--- src/rtl/distance_filter_pkg.sv ---
// ============================================================================
//  Module      : dist_pkg
//  Description : Shared defaults and width helper for the distance filter.
//  Revision    : 1.0 - initial release
// ============================================================================
`default_nettype none

package dist_pkg;

    localparam int DEF_DIST_W         = 8;
    localparam int DEF_LOG2_DEPTH     = 2;
    localparam int DEF_MAX_DIST       = 200;
    localparam int DEF_NEAR_ON        = 20;
    localparam int DEF_NEAR_OFF       = 30;
    localparam int DEF_TIMEOUT_CYCLES = 100_000_000;

    // A sum of 2**log2_depth samples needs log2_depth extra bits, never more.
    function automatic int sum_width(input int dist_w, input int log2_depth);
        return dist_w + log2_depth;
    endfunction

endpackage

`default_nettype wire

--- src/rtl/distance_filter_if.sv ---
// ============================================================================
//  Module      : distance_filter_if
//  Description : Sample input and filtered-result bundle of the distance filter.
//  Revision    : 1.0 - initial release
// ============================================================================
`default_nettype none

interface distance_filter_if
    import dist_pkg::*;
#(
    parameter int DIST_W = DEF_DIST_W
) ();

    logic              sample_valid;
    logic [DIST_W-1:0] distance_in;
    logic [DIST_W-1:0] avg_distance;
    logic              avg_valid;
    logic              primed;
    logic              near;
    logic              stale;
    logic              rejected;

    modport master (
        output sample_valid, distance_in,
        input  avg_distance, avg_valid, primed, near, stale, rejected
    );

    modport slave (
        input  sample_valid, distance_in,
        output avg_distance, avg_valid, primed, near, stale, rejected
    );

endinterface

`default_nettype wire

--- src/rtl/distance_filter_sample_ring.sv ---
// ============================================================================
//  Module      : sample_ring
//  Description : DEPTH-entry sample window with write pointer and fill count.
//                Reads the entry about to be overwritten so the caller can
//                maintain a running sum.
//  Revision    : 1.0 - initial release
// ============================================================================
`default_nettype none

module sample_ring
    import dist_pkg::*;
#(
    parameter int DIST_W     = DEF_DIST_W,
    parameter int LOG2_DEPTH = DEF_LOG2_DEPTH
) (
    input  logic              clock,
    input  logic              resetn,
    input  logic              wr_en,
    input  logic [DIST_W-1:0] wr_data,
    input  logic              clear_fill,
    output logic [DIST_W-1:0] old_data,
    output logic              full
);

    localparam int DEPTH  = 1 << LOG2_DEPTH;
    localparam int FILL_W = LOG2_DEPTH + 1;

    logic [DIST_W-1:0]     mem [DEPTH];
    logic [LOG2_DEPTH-1:0] wr_ptr;
    logic [FILL_W-1:0]     fill_cnt;

    assign full = (fill_cnt == FILL_W'(DEPTH));

    // Until the window is full again the evicted slot is not part of the
    // running sum (it may hold a sample from before a staleness re-prime),
    // so it is reported as zero.
    assign old_data = full ? mem[wr_ptr] : '0;

    // Store new sample, advance pointer, saturate fill count; staleness empties the window.
    always_ff @(posedge clock or negedge resetn) begin
        if (!resetn) begin
            for (int i = 0; i < DEPTH; i++) begin
                mem[i] <= '0;
            end
            wr_ptr   <= '0;
            fill_cnt <= '0;
        end else if (wr_en) begin
            mem[wr_ptr] <= wr_data;
            wr_ptr      <= wr_ptr + 1'b1;
            if (!full) begin
                fill_cnt <= fill_cnt + 1'b1;
            end
        end else if (clear_fill) begin
            fill_cnt <= '0;
        end
    end

endmodule

`default_nettype wire

--- src/rtl/distance_filter.sv ---
// ============================================================================
//  Module      : distance_filter
//  Description : Range-checks ultrasonic distance samples, keeps a moving
//                average over 2**LOG2_DEPTH samples, drives a hysteretic
//                "near" flag and detects a stalled sensor.
//  Revision    : 1.0 - initial release
// ============================================================================
`default_nettype none

module distance_filter
    import dist_pkg::*;
#(
    parameter int DIST_W         = DEF_DIST_W,
    parameter int LOG2_DEPTH     = DEF_LOG2_DEPTH,
    parameter int MAX_DIST       = DEF_MAX_DIST,
    parameter int NEAR_ON        = DEF_NEAR_ON,
    parameter int NEAR_OFF       = DEF_NEAR_OFF,
    parameter int TIMEOUT_CYCLES = DEF_TIMEOUT_CYCLES
) (
    input  logic              clock,
    input  logic              resetn,
    distance_filter_if.slave  bus
);

    localparam int SUM_W = sum_width(DIST_W, LOG2_DEPTH);
    localparam int TMO_W = $clog2(TIMEOUT_CYCLES + 1);

    logic              accept;
    logic              timeout_hit;
    logic [DIST_W-1:0] old_data;
    logic              full;
    logic [SUM_W-1:0]  sum;
    logic [DIST_W-1:0] avg_next;
    logic              upd_pending;
    logic [TMO_W-1:0]  tmo_cnt;
    logic [DIST_W-1:0] avg_q;
    logic              avg_valid_q;
    logic              near_q;
    logic              stale_q;
    logic              rejected_q;

    assign accept      = bus.sample_valid && (bus.distance_in <= DIST_W'(MAX_DIST));
    // An accept in the timeout cycle restarts the counter instead.
    assign timeout_hit = !accept && (tmo_cnt == TMO_W'(TIMEOUT_CYCLES - 1));
    assign avg_next    = sum[SUM_W-1 -: DIST_W];

    sample_ring #(
        .DIST_W     (DIST_W),
        .LOG2_DEPTH (LOG2_DEPTH)
    ) u_ring (
        .clock      (clock),
        .resetn     (resetn),
        .wr_en      (accept),
        .wr_data    (bus.distance_in),
        .clear_fill (timeout_hit),
        .old_data   (old_data),
        .full       (full)
    );

    // Running sum of the window; updated in the cycle after acceptance.
    always_ff @(posedge clock or negedge resetn) begin
        if (!resetn) begin
            sum         <= '0;
            upd_pending <= 1'b0;
        end else begin
            upd_pending <= accept;
            if (accept) begin
                sum <= sum + SUM_W'(bus.distance_in) - SUM_W'(old_data);
            end else if (timeout_hit) begin
                sum <= '0;
            end
        end
    end

    // Average output stage and near hysteresis, only once the window is full.
    always_ff @(posedge clock or negedge resetn) begin
        if (!resetn) begin
            avg_q       <= '0;
            avg_valid_q <= 1'b0;
            near_q      <= 1'b0;
        end else begin
            avg_valid_q <= 1'b0;
            if (upd_pending && full) begin
                avg_q       <= avg_next;
                avg_valid_q <= 1'b1;
                if (avg_next < DIST_W'(NEAR_ON)) begin
                    near_q <= 1'b1;
                end else if (avg_next > DIST_W'(NEAR_OFF)) begin
                    near_q <= 1'b0;
                end
            end else if (timeout_hit) begin
                near_q <= 1'b0;
            end
        end
    end

    // Idle counter saturates at the timeout so stale is raised only once.
    always_ff @(posedge clock or negedge resetn) begin
        if (!resetn) begin
            tmo_cnt <= '0;
            stale_q <= 1'b0;
        end else if (accept) begin
            tmo_cnt <= '0;
            stale_q <= 1'b0;
        end else begin
            if (tmo_cnt != TMO_W'(TIMEOUT_CYCLES)) begin
                tmo_cnt <= tmo_cnt + 1'b1;
            end
            if (timeout_hit) begin
                stale_q <= 1'b1;
            end
        end
    end

    // One-cycle pulse for an out-of-range strobe.
    always_ff @(posedge clock or negedge resetn) begin
        if (!resetn) begin
            rejected_q <= 1'b0;
        end else begin
            rejected_q <= bus.sample_valid && (bus.distance_in > DIST_W'(MAX_DIST));
        end
    end

    assign bus.avg_distance = avg_q;
    assign bus.avg_valid    = avg_valid_q;
    assign bus.primed       = full;
    assign bus.near         = near_q;
    assign bus.stale        = stale_q;
    assign bus.rejected     = rejected_q;

endmodule

`default_nettype wire

--- src/flat_wrapper.sv ---
// flat-port wrapper written by rule: the top's interface ports become plain ports
module distance_filter_flat import dist_pkg::*;
#(
    parameter int DIST_W         = DEF_DIST_W,
    parameter int LOG2_DEPTH     = DEF_LOG2_DEPTH,
    parameter int MAX_DIST       = DEF_MAX_DIST,
    parameter int NEAR_ON        = DEF_NEAR_ON,
    parameter int NEAR_OFF       = DEF_NEAR_OFF,
    parameter int TIMEOUT_CYCLES = DEF_TIMEOUT_CYCLES
)
  (clock, resetn, bus_sample_valid, bus_distance_in, bus_avg_distance, bus_avg_valid, bus_primed, bus_near, bus_stale, bus_rejected);
  distance_filter_if #(.DIST_W(DIST_W)) bus_i ();
  input  logic clock;
  input  logic resetn;
  input wire logic [$bits(bus_i.sample_valid)-1:0] bus_sample_valid;
  input wire logic [$bits(bus_i.distance_in)-1:0] bus_distance_in;
  output wire logic [$bits(bus_i.avg_distance)-1:0] bus_avg_distance;
  output wire logic [$bits(bus_i.avg_valid)-1:0] bus_avg_valid;
  output wire logic [$bits(bus_i.primed)-1:0] bus_primed;
  output wire logic [$bits(bus_i.near)-1:0] bus_near;
  output wire logic [$bits(bus_i.stale)-1:0] bus_stale;
  output wire logic [$bits(bus_i.rejected)-1:0] bus_rejected;
  assign bus_i.sample_valid = bus_sample_valid;
  assign bus_i.distance_in = bus_distance_in;
  assign bus_avg_distance = bus_i.avg_distance;
  assign bus_avg_valid = bus_i.avg_valid;
  assign bus_primed = bus_i.primed;
  assign bus_near = bus_i.near;
  assign bus_stale = bus_i.stale;
  assign bus_rejected = bus_i.rejected;
  distance_filter #(.DIST_W(DIST_W), .LOG2_DEPTH(LOG2_DEPTH), .MAX_DIST(MAX_DIST), .NEAR_ON(NEAR_ON), .NEAR_OFF(NEAR_OFF), .TIMEOUT_CYCLES(TIMEOUT_CYCLES)) u_core (.clock(clock), .resetn(resetn), .bus(bus_i));
endmodule
--- config.mk ---
export PLATFORM = sky130hd
export DESIGN_NAME = distance_filter_flat
export DESIGN_NICKNAME = d
export VERILOG_FILES = /design/src/rtl/distance_filter_pkg.sv /design/src/rtl/distance_filter_if.sv /design/src/rtl/distance_filter_sample_ring.sv /design/src/rtl/distance_filter.sv /design/src/flat_wrapper.sv
export SDC_FILE = /design/constraint.sdc
export NUM_CORES = 1
export LEC_CHECK = 0
export CORE_UTILIZATION = 40
export DETAILED_ROUTE_END_ITERATION = 8
export MAX_ROUTING_LAYER = met4
export PLACE_DENSITY = 0.63
export SETUP_SLACK_MARGIN = 0.2
export SLEW_MARGIN = 20
export SYNTH_ARGS = -nofsm -noshare
export SYNTH_HDL_FRONTEND = slang
export SYNTH_SLANG_ARGS = --single-unit
--- constraint.sdc ---
create_clock -name clock -period 6.45 [get_ports clock]
set_input_delay 1.6125 -clock clock [delete_from_list [all_inputs] [get_ports clock]]
set_output_delay 1.6125 -clock clock [all_outputs]
set_load 0.01 [all_outputs]
==> results.json, run 1 <==
{
  "grt_pass1_vias": 3309,
  "first_pass_iters": 4,
  "drt-initial-drc-count": 211,
  "ios": 24,
  "worst_ir_drop_vdd_v": 0.0002388,
  "final-hold-violation-count": 0,
  "cts_hold_buf": 0,
  "min_period_ps": 4062,
  "vias_per_cell": 5.150,
  "worstHoldPathType": "flop to flop",
  "fin_hold_ws_ps": 476.3,
  "placed_cell_area_um2": 4964,
  "root_buffer": "clkbuf_16",
  "cts_resized": 0,
  "tightest_slew_ps": 705.6,
  "finalSetupTns_ps": 0,
  "layout-drive-gt1-share": 0.07927,
  "cp.arrival_ps": 4290,
  "critPathRequiredTime_ps": 6680,
  "cts_tree": "done",
  "place_congestion": 0.8244,
  "synth_most_common_cell": "dfrtp_1",
  "die_w_um": 109.1,
  "drt_wl_total_um": 9175,
  "cts_setup_buffers": 0,
  "nNetsFinal": 526,
  "yosys.area.top_type": "dfrtp_1",
  "synth_top_area_share": 0.4741,
  "postSynth.topFlopCell": "dfrtp_1",
  "cp_max_fo": 6,
  "antenna_cells": 0,
  "netlist_area_um2": 4592,
  "cp-start-kind": "primary input",
  "finalCritPeriodShare": 0.6298,
  "clk_pin_slew_worst_paths_ps": 70,
  "coreArea_um2": 11030,
  "maxSlewViolCount": 0,
  "start_util": 0.4163,
  "vias": 3255,
  "ys_seq_elements": 87,
  "synth_common_cells": "dfrtp_1, nand2_1, inv_1",
  "path_class": "primary input to flop",
  "power_density_nw_per_um2": 463.4,
  "yosysSeqAreaShare": 0.4741,
  "syn_inst": 463,
  "p_leak_nw": 2.366,
  "synthTopCellsByArea": "dfrtp_1, nand2_1, ha_1, o21ai_0, mux4_2",
  "cts_sinks": 87,
  "grt_setup_unrepaired": "false",
  "clk_latency_ps": 340,
  "die-area_um2": 11910,
  "max-slew-margin-rel": 0.5278,
  "outcome": "finished, final reports clean",
  "maxCapViolCount": 0,
  "hpwl_um": 6489,
  "synth_fp_nets": 502,
  "clock.fmax_mhz": 246.2,
  "synthArstFlopShare": 1.000,
  "synth_edf_count": 0,
  "portBuffers": 23,
  "post_drt_wl_per_cell_um": 14.52,
  "syn2layout_area_growth_pct": 14.52,
  "fillerInstances": 1023,
  "antenna_found_initial": 0,
  "cts_buffer_depth": 2,
  "grt_max_degree": 48,
  "cts_buffers": 9,
  "die_h_um": 109.1,
  "antenna_left": 0,
  "grt_pass1_wl_um": 16040,
  "ys.warnings.count": 0,
  "drc": 0,
  "end_kind": "flop",
  "htree_levels": 3,
  "finClkSkew_ps": 9.907,
  "track_usage": 0.1827,
  "syn_area_per_cell_um2": 9.918,
  "synth.distinct_cells": 50,
  "rows": 38,
  "postLayoutCellArea_um2": 5259,
  "grt-ovfl-total": 0,
  "setup_viol": 0
}
placed cells by master (no fill, tap or decap), drive strengths merged, types with 8 or more instances in the layout:
cell,count
and2,11
inv,50
mux4,8
nor2,33
clkbuf,9
a21oi,10
ha,20
o21ai,45
nand3,16
xnor2,11
nand2,70
nand4,11
dfrtp,87
clkdlybuf4s50,22
xor2,19
fa,8
worst paths after layout:
path | start | endpoint | slack (ps) | depth (start not counted)
worst min register to register | u_core.bus.avg_distance[5] | u_core.bus.avg_distance[5] | 480 | 2
worst max-delay path | bus_distance_in[6] | u_core.sum[9] | 2390 | 10
worst min-delay path | u_core.bus.avg_distance[5] | u_core.bus.avg_distance[5] | 480 | 2
max in group asynchronous | resetn | u_core.u_ring.mem[27] | 4210 | 2
min in group asynchronous | resetn | u_core.tmo_cnt[12] | 1250 | 1
worst max register to register | u_core.u_ring.wr_ptr[0] | u_core.sum[9] | 2810 | 10
metrics by stage:
| stage | util | total power (W) | worst slack [ps] | cells |
|---|---|---|---|---|
| after floorplan | - | 0.001646 | 2821 | 463 |
| after global placement | 0.4500 | 0.001889 | 2156 | 616 |
| final | 0.4767 | 0.002437 | 2388 | 632 |
| after detailed placement | 0.4500 | 0.001931 | 2037 | 616 |
| after CTS | 0.4767 | 0.002457 | 2408 | 632 |
| after global routing | 0.4767 | 0.002659 | 2208 | 632 |
sequential cells by signal, summed over array words and instances, names as in the netlist:
register / cells
u_core.bus.stale: 1
u_core.bus.rejected: 1
u_core.u_ring.mem: 32
u_core.u_ring.fill_cnt: 3
u_core.bus.avg_distance: 8
u_core.upd_pending: 1
u_core.tmo_cnt: 27
u_core.bus.near: 1
u_core.u_ring.wr_ptr: 2
u_core.sum: 10
u_core.bus.avg_valid: 1
metal layers:
layer  GRT usage  routed length, um  vias to the layer above  part of all wire
li1            -                  -                     1620                 -
met1      0.2400               4469                     1577              0.49
met2      0.2763               4265                       40              0.46
met3     0.04304                267                       18             0.029
met4     0.06371                174                        0             0.019
met5           -                  0                        -                 0
cells by family after synthesis:
kind of cell | count (synthesis) | synth area share
AO/OA/AOI/OAI | 83 | 0.1076
buffers and inverters | 58 | 0.04768
flip-flops | 87 | 0.4741
adder cells (fa/ha/maj) | 28 | 0.08937
multiplexers | 13 | 0.05122
XOR/XNOR | 30 | 0.05722
AND/OR/NAND/NOR | 164 | 0.1728
area by class of cell:
class	count	area, um^2	area share
Tap cell	140	175.2	0.03331
Inverter	46	172.7	0.03283
Timing Repair Buffer	25	242.7	0.04616
Clock buffer	9	225.2	0.04283
Multi-Input combinational cell	318	2196	0.4176
Clock inverter	7	70.07	0.01332
Sequential cell	87	2177	0.4140
critical path, cell delays in order:
cell,delay (ps)
clkdlybuf4s50_1,470
inv_1,120
fa_1,550
inv_1,40
ha_1,340
a2111oi_0,620
nand2b_1,110
o22ai_1,160
xor2_1,90
a22o_1,180
report_power, final:
group | switching [W] | leakage (nW) | internal [W] | total, W
registers | 0.000122 | 1.12 | 0.000717 | 0.000840
logic | 0.000568 | 1.10 | 0.000516 | 0.00108
clock network | 0.000238 | 0.144 | 0.000274 | 0.000512
No activity file was read; power rests on OpenSTA's default activity.
==> run 2, diff against run 1 <==
--- a/config.mk
+++ b/config.mk
@@ -8,7 +8,7 @@
 export CORE_UTILIZATION = 40
 export DETAILED_ROUTE_END_ITERATION = 8
 export MAX_ROUTING_LAYER = met4
-export PLACE_DENSITY = 0.63
+export PLACE_DENSITY = 0.65
 export SETUP_SLACK_MARGIN = 0.2
 export SLEW_MARGIN = 20
 export SYNTH_ARGS = -nofsm -noshare
==> constraint.sdc (replaced) <==
create_clock -name clock -period 3.4 [get_ports clock]
set_input_delay 0.85 -clock clock [delete_from_list [all_inputs] [get_ports clock]]
set_output_delay 0.85 -clock clock [all_outputs]
set_load 0.01 [all_outputs]
==> run 2 against run 1 <==
Worst hold slack gained 1.0 ps. Setup slack lost 2100 ps. Global-route usage shrank 0.43 points. Register-to-register slack lost 2500 ps. First-iteration DRC count shrank 33%. Via count grew 3.2%. Cell count grew 2.5%. Critical path type is now flop to flop. Critical endpoint is now u_core.sum[8]. Largest cell class unchanged.
==> results.json, run 2 (synthesis gave the netlist of run 1 again) <==
{
  "outcome": "finished, final reports clean",
  "place_congestion": 0.8222,
  "worstHoldPathType": "flop to flop",
  "regMostFlops": "u_core.u_ring.mem",
  "cp-endpoint": "u_core.sum[8]",
  "crit_start": "u_core.u_ring.wr_ptr[0]",
  "htree_levels": 3,
  "die_w_um": 109.1,
  "finClkSkew_ps": 8.834,
  "vias": 3359,
  "cp-start-kind": "flop",
  "cts_buffers": 9,
  "die_h_um": 109.1,
  "pre_cts_ws_ps": -119.7,
  "root_buffer": "clkbuf_16",
  "cp_slowest_cell": "mux4_2",
  "layout_commonest_cell": "dfrtp_1",
  "cp.arrival_ps": 3340,
  "grt_setup_unrepaired": "false",
  "timing.rr.end": "u_core.sum[8]",
  "final_cell_mix": "dfrtp_1, nand2_1, inv_1",
  "vias_per_cell": 5.184,
  "cp_max_fo": 4,
  "crit_cells": 11,
  "maxSlewViolCount": 0,
  "finalWorstSetupSlack_ps": 290.7,
  "placedCellCount": 632,
  "tightest_slew_ps": 791.5,
  "antenna_left": 0,
  "post_drt_wl_per_cell_um": 14.16,
  "grt_max_degree": 88,
  "antenna_cells": 0,
  "start_util": 0.4163,
  "grt-ovfl-total": 0,
  "cts_hold_buf": 0,
  "max-slew-margin-rel": 0.4723,
  "path_class": "flop to flop",
  "multi_input_comb_area_um2": 2256,
  "antenna_found_initial": 0,
  "layout-drive-gt1-share": 0.1240,
  "cts_buffer_depth": 2,
  "final-hold-violation-count": 0,
  "r2r_slack_ps": 290,
  "cts_setup_buffers": 0,
  "coreArea_um2": 11030,
  "hold_depth": 2,
  "maxCapViolCount": 0,
  "crit_chain": "mux4_2 -> and2_1 -> fa_1 -> inv_1 -> ha_1 -> a2111oi_4 -> buf_4 -> o21ai_0 -> nand2_1 -> xnor2_1 -> a22o_1",
  "power_density_nw_per_um2": 905.3,
  "critPathRequiredTime_ps": 3630,
  "r2r_cells": 11,
  "clk_pin_slew_worst_paths_ps": 60,
  "nNetsFinal": 542,
  "ios": 24,
  "fillerInstances": 1019,
  "crit_buf_inv": 2,
  "portBuffers": 23,
  "crit_family": "adder cells",
  "cts_sinks": 87,
  "die-area_um2": 11910,
  "stdcell_count": 648,
  "drc": 0,
  "setup_viol": 0,
  "min_period_ps": 3109,
  "rows": 38,
  "hpwl_um": 6465,
  "largest_reg_flops": 32,
  "clk_latency_ps": 340,
  "grt_pass1_vias": 3264,
  "layout.area.seq_um2": 2178,
  "finalCritPeriodShare": 0.9145,
  "cts_tree": "done",
  "worst_ir_drop_vdd_v": 0.0004005,
  "first_pass_iters": 4,
  "p_leak_nw": 2.446,
  "drt_wl_total_um": 9174,
  "top_regs": "u_core.u_ring.mem (32), u_core.tmo_cnt (27), u_core.sum (10)",
  "track_usage": 0.1784,
  "end_kind": "flop",
  "clock.fmax_mhz": 321.6,
  "drt-initial-drc-count": 141,
  "timing.rr.start": "u_core.u_ring.wr_ptr[0]",
  "grt_pass1_wl_um": 15630,
  "cp_slowest_stage_delay_ps": 540,
  "syn2layout_area_growth_pct": 18.61
}
run 2: per-layer routing:
metal	GRT usage	share of wire	vias up
li1	-	-	1651
met3	0.02570	0.028	16
met1	0.2333	0.48	1638
met4	0.08880	0.021	0
met5	-	0	-
met2	0.2709	0.47	54
run 2: how the worst min path moves through the flow:
stage                          startpoint                         end
2_1_floorplan       u_core.u_ring.mem[10]       u_core.u_ring.mem[10]
3_3_place_gp        u_core.u_ring.mem[22]       u_core.u_ring.mem[22]
3_5_place_dp        u_core.u_ring.mem[13]       u_core.u_ring.mem[13]
4_1_cts             u_core.u_ring.mem[13]       u_core.u_ring.mem[13]
5_1_grt        u_core.bus.avg_distance[7]  u_core.bus.avg_distance[7]
6_report       u_core.bus.avg_distance[0]  u_core.bus.avg_distance[0]
run 2: stage by stage:
step | hold slack, ps | setup TNS [ps] | utilization | instance area (um^2) | power [W]
6_report | 477.4 | 0 | 0.4938 | 5446 | 0.004931
2_1_floorplan | 444.6 | 0 | - | 4596 | 0.003128
3_5_place_dp | 469.1 | -273.3 | 0.4620 | 5096 | 0.003824
5_1_grt | 501.6 | 0 | 0.4938 | 5446 | 0.005344
4_1_cts | 483.7 | 0 | 0.4873 | 5375 | 0.004762
3_3_place_gp | 456.9 | -59.97 | 0.4620 | 5096 | 0.003743
run 2: area by class of cell:
cell class,instances,share of cell area
Clock buffer,10,0.04204
Clock inverter,6,0.008500
Inverter,46,0.03216
Multi-Input combinational cell,318,0.4142
Sequential cell,87,0.4000
Tap cell,140,0.03216
Timing Repair Buffer,41,0.07099
run 2: repair_timing:
item / 4_1_cts / 5_1_grt
gates resized for setup: 3 / 13
pin swaps: 0 / 4
setup endpoints to repair: 3 / 5
run 2: report_power, final:
| part | switching, W | total, W | internal (W) | leakage, nW |
|---|---|---|---|---|
| Clock | 0.000414 | 0.000913 | 0.000499 | 0.129 |
| Sequential | 0.000202 | 0.00157 | 0.00136 | 1.12 |
| Combinational | 0.00122 | 0.00245 | 0.00124 | 1.20 |
run 2: worst register-to-register path, cell delays in order, from the launching register on:
cell and delay, ps:
dfrtp_2 430, mux4_2 550, and2_1 190, fa_1 470, inv_1 40, ha_1 340, a2111oi_4 360, buf_4 170
o21ai_0 90, nand2_1 100, xnor2_1 70, a22o_1 180
==> run 3, diff against run 2 <==
--- a/config.mk
+++ b/config.mk
@@ -5,6 +5,7 @@
 export SDC_FILE = /design/constraint.sdc
 export NUM_CORES = 1
 export LEC_CHECK = 0
+export CAP_MARGIN = 15
 export CORE_UTILIZATION = 40
 export DETAILED_ROUTE_END_ITERATION = 8
 export MAX_ROUTING_LAYER = met4
==> results of run 3 <==
Same layout as run 2: the final DEF is identical, and so are final timing and power.
